--- config.mk ---
export PLATFORM = sky130hd
export DESIGN_NAME = seq_detect_scheduler
export DESIGN_NICKNAME = d
export VERILOG_FILES = /design/src/rtl/seq_detect_scheduler.sv
export SDC_FILE = /design/constraint.sdc
export NUM_CORES = 1
export LEC_CHECK = 0
export CAP_MARGIN = 20
export CORE_MARGIN = 3
export CORE_UTILIZATION = 38
export DETAILED_ROUTE_END_ITERATION = 10
export GPL_TIMING_DRIVEN = 0
export PLACE_DENSITY = 0.73
export SYNTH_ARGS = -nofsm -noshare
export SYNTH_HDL_FRONTEND = slang
export SYNTH_SLANG_ARGS = --single-unit
--- constraint.sdc ---
create_clock -name clock -period 3.4 [get_ports clock]
set_input_delay 0.68 -clock clock [delete_from_list [all_inputs] [get_ports clock]]
set_output_delay 0.68 -clock clock [all_outputs]
set_load 0.01 [all_outputs]
--- src/rtl/seq_detect_scheduler.sv ---
// Round-robin scheduler time-sharing one serial Moore "1011" detector among N requesters.
// Define SEQ_SCHED_FIXED_PRIORITY_EN for fixed priority (lowest index wins, ptr held at 0).
module seq_detect_scheduler #(
  parameter int N  = 4,
  parameter int W  = 8,
  parameter int CW = 4
) (
  input  logic           clock,
  input  logic           reset,
  input  logic [N-1:0]   req_i,
  input  logic [N*W-1:0] data_i,
  output logic [N-1:0]   grant_o,
  output logic           done_o,
  output logic [CW-1:0]  hit_count_o,
  output logic           match_any_o,
  output logic           det_seq_in_o,
  output logic           det_reset_o,
  input  logic           det_out_i
);
  localparam int PW = (N > 1) ? $clog2(N) : 1;
  localparam int BW = $clog2(W + 1);

  typedef enum logic [2:0] {IDLE, CLEAR, SHIFT, DRAIN, DONE} state_e;

  state_e        state_q, state_d;
  logic [N-1:0]  grant_q, grant_d;
  logic [W-1:0]  sh_q, sh_d;
  logic [BW-1:0] bit_q, bit_d;
  logic [CW-1:0] hit_q, hit_d;
  logic [PW-1:0] ptr_q, ptr_d, win_q, win_d;

  logic [W-1:0]  words [N];
  logic          found;
  logic [PW-1:0] pick;
  int            cidx;

  for (genvar g = 0; g < N; g++) begin : g_unpack
    assign words[g] = data_i[g*W +: W];
  end

  // Scan requesters starting at ptr, wrapping; first asserted one wins.
  always_comb begin
    found = 1'b0;
    pick  = '0;
    cidx  = 0;
    for (int i = 0; i < N; i++) begin
      cidx = int'(ptr_q) + i;
      if (cidx >= N) cidx = cidx - N;
      if (!found && req_i[PW'(cidx)]) begin
        found = 1'b1;
        pick  = PW'(cidx);
      end
    end
  end

  always_comb begin
    state_d      = state_q;
    grant_d      = grant_q;
    sh_d         = sh_q;
    bit_d        = bit_q;
    hit_d        = hit_q;
    ptr_d        = ptr_q;
    win_d        = win_q;
    done_o       = 1'b0;
    det_reset_o  = 1'b0;
    det_seq_in_o = 1'b0;
    case (state_q)
      IDLE: begin
        if (found) begin
          state_d = CLEAR;
          win_d   = pick;
          sh_d    = words[pick];
          grant_d = {{(N-1){1'b0}}, 1'b1} << pick;
        end
      end
      CLEAR: begin
        det_reset_o = 1'b1;
        bit_d       = '0;
        hit_d       = '0;
        state_d     = SHIFT;
      end
      SHIFT: begin
        det_seq_in_o = sh_q[W-1];
        sh_d         = {sh_q[W-2:0], 1'b0};
        bit_d        = bit_q + 1'b1;
        if (det_out_i && (hit_q != '1)) hit_d = hit_q + 1'b1;
        if (bit_q == BW'(W - 1)) state_d = DRAIN;
      end
      DRAIN: begin
        // Catches a match completed by the final shifted bit.
        if (det_out_i && (hit_q != '1)) hit_d = hit_q + 1'b1;
        state_d = DONE;
      end
      DONE: begin
        done_o  = 1'b1;
        grant_d = '0;
`ifdef SEQ_SCHED_FIXED_PRIORITY_EN
        ptr_d   = '0;
`else
        ptr_d   = (win_q == PW'(N - 1)) ? '0 : win_q + 1'b1;
`endif
        state_d = IDLE;
      end
      default: state_d = IDLE;
    endcase
  end

  always_ff @(posedge clock or posedge reset) begin
    if (reset) begin
      state_q <= IDLE;
      grant_q <= '0;
      sh_q    <= '0;
      bit_q   <= '0;
      hit_q   <= '0;
      ptr_q   <= '0;
      win_q   <= '0;
    end else begin
      state_q <= state_d;
      grant_q <= grant_d;
      sh_q    <= sh_d;
      bit_q   <= bit_d;
      hit_q   <= hit_d;
      ptr_q   <= ptr_d;
      win_q   <= win_d;
    end
  end

  assign grant_o     = grant_q;
  assign hit_count_o = hit_q;
  assign match_any_o = |hit_q;
endmodule

==> impl_metrics.toml <==
[routing]
route.met3.wl_um = 189
drt-wirelength-per-cell_um = 14.8
drtPass1Iterations = 4
met1Wirelength_um = 1730
drt_wl_total_um = 3910
ant_nets = 0
dr_wl_met2_um = 1940
top_layer_used = "met4"
drc = 0
vias = 1452
drt-initial-drc-count = 64
via_per_inst = 5.48

[global_routing]
grt_max_degree = 28
grt-ovfl-total = 0
grt_util_all_layers_pct = 16.0
grt_pass1_wl_um = 6530
grt_pass1_vias = 1395
antenna_found_initial = 0

[sta]
final.setup.worst_slack_ns = 0.775
fmax_ghz = 0.381
worstMarginPinSlew_ns = 0.530
final_max_slew_viol_count = 0
clock_skew_ns = 0.00631
hold_violations = 0
rsz0062_at_grt = "false"
post-route-period-util_pct = 77.2
fin_setup_tns_ns = 0
setup_viol = 0
layout_min_cycle_time_ns = 2.63
whs_ns = 0.491
slew-limit-headroom_pct = 64.6

[pwr]
power_w = 0.00168
combPwrFrac_pct = 56.4
seqPwrFrac_pct = 32.7
clock_power_share_pct = 10.9
leakagePower_nw = 0.990
peakVddDrop_mv = 0.276
p_sw_w = 0.000697
p_sw_share_pct = 41.4
power_density_nw_per_um2 = 727
p_int_w = 0.000984

[synthesis]
avgSynthCellArea_um2 = 10.5
synth_area_um2 = 1680
syn_inst = 160
syn_nets = 203
async_flop_share_pct = 100
synth_ff_type = "dfrtp_1"
ys_ff_latch = 27
yosysSeqAreaShare_pct = 40.3
synth-warning-count = 0
synth_edf_count = 0
yosysUniqueCellTypes = 50

[placed_design]
hpwl_um = 3050
gp_congestion = 0.762
place_ws_ns = 0.785
numPortBuffers = 50

[floorplanning]
start_util_pct = 40.7
core_um2 = 4120
rows = 23
ios = 51
fp.dieArea_um2 = 5240
die_h_um = 72.4
die_w_um = 72.4

[setup_path]
rrSetupSlack_ns = 1.70
startpoint_type = "flip-flop"
crit_fanout = 6
endpoint_kind = "output port"
path_cells = "or3b_2, inv_2, clkdlybuf4s50_1"
cp_slowest_stage_delay_ns = 0.55
cpMaxStageDelayCell = "clkdlybuf4s50_1"
cp.required_ns = 2.72
worstPathArrival_ns = 1.95
path_class = "flip-flop to output port"

[finish]
num_antenna_cells = 0
final_common_cell = "clkdlybuf4s50_1"
final_nets = 259
most-common-layout-cells = "clkdlybuf4s50_1 (50), dfrtp_1 (27), mux2i_1 (13)"
final_layout_size_suffix_gt1_share_pct = 14.0
synthToLayoutAreaGrowth_pct = 38.0

[cts]
cts_hold_buf = 0
cts_buffer_depth = 2
htreeDepth = 1
cts_setup_buffers = 0
cts.reportedPaths.clkPinSlew_ns = 0.10
ctsResizeCount = 0
cts_sinks = 27
cts_tree = "yes"
numCtsBuffers = 3
clock-root-buffer = "clkbuf_8"
insertion_delay_ns = 0.27

[flow_run]
maxCapViolCount = 0

[min_path]
hold_path_class = "flip-flop to flip-flop"

[outcome]
status = "finished, final reports clean"
layer usage:
metal / vias to the layer above / global-route usage [%]
met1: 694 / 21.2
met5: - / 0
li1: 713 / -
met3: 4 / 2.63
met2: 41 / 26.5
met4: 0 / 5.33
layout make-up:
type                       instances  area [µm²]
fill                             371        1800
multi-input combinational        115         898
sequential                        27         676
timing repair buffer              51         528
tap                               50        62.6
buffer                             5        52.6
inverter                          13        48.8
clock buffer                       3        41.3
clock inverter                     1        5.00
per-stage QoR:
| stage | cells | util (%) | area [µm²] |
|---|---|---|---|
| final | 265 | 56.2 | 2310 |
| after CTS | 264 | 55.5 | 2280 |
| after floorplan | 160 | - | 1680 |
| after detailed placement | 260 | 54.4 | 2240 |
| after global routing | 265 | 56.2 | 2310 |
| after global placement | 260 | 54.4 | 2240 |
cells in the mapped netlist (2+ instances only):
master	n	area, µm²
dfrtp_1	27	676
mux2i_1	13	130
inv_1	11	41.3
nand2_1	10	37.5
nand3_1	9	45.0
nor2_1	8	30.0
o21ai_0	8	40.0
o22ai_1	6	37.5
o221ai_2	5	75.1
a22oi_1	4	30.0
ha_1	4	50.1
o21ai_1	4	20.0
o221ai_1	4	35.0
a221oi_1	3	26.3
a21o_1	2	15.0
a21oi_1	2	10.0
a21oi_4	2	32.5
inv_2	2	7.51
nand2b_1	2	12.5
nand4_1	2	12.5
o31ai_1	2	15.0
xor2_1	2	17.5
worst paths after layout:
check / depth (start not counted) / to / from
setup reg to reg: 6 / sh_q[5] / ptr_q[0]
min in group asynchronous: 2 / grant_o[1] / reset
max in group asynchronous: 3 / win_q[0] / reset
setup / recovery: 3 / det_reset_o / state_q[2]
hold / removal: 2 / win_q[1] / win_q[1]
hold reg to reg: 2 / win_q[1] / win_q[1]
critical path, delay by kind of cell, from the launching register on:
| kind | cells | cell delay, ns |
|---|---|---|
| buf+inv | 2 | 0.68 |
| simple gates | 1 | 0.52 |
| flops | 1 | 0.46 |
flip-flops by register name (all words and copies together), names as in the netlist:
name and flops:
sh_q 8, ptr_q 2, state_q 3, hit_count_o 4, bit_q 4, grant_o 4, win_q 2
power groups by stage:
| stage | clock [W] | combinational, W | sequential (W) |
|---|---|---|---|
| after floorplan | 0 | 0.000674 | 0.000544 |
| after global placement | 0 | 0.000931 | 0.000550 |
| after detailed placement | 0 | 0.000948 | 0.000557 |
| after CTS | 0.000184 | 0.000956 | 0.000551 |
| after global routing | 0.000201 | 0.00105 | 0.000570 |
| final | 0.000183 | 0.000948 | 0.000550 |
cell families after synthesis:
family / synth area share [%]
compound gates: 25.5
simple gates: 16.3
flops: 40.3
buf+inv: 6.05
mux: 7.77
fa+ha+maj: 2.99
xor+xnor: 1.05
No activity file was read; power rests on OpenSTA's default activity.
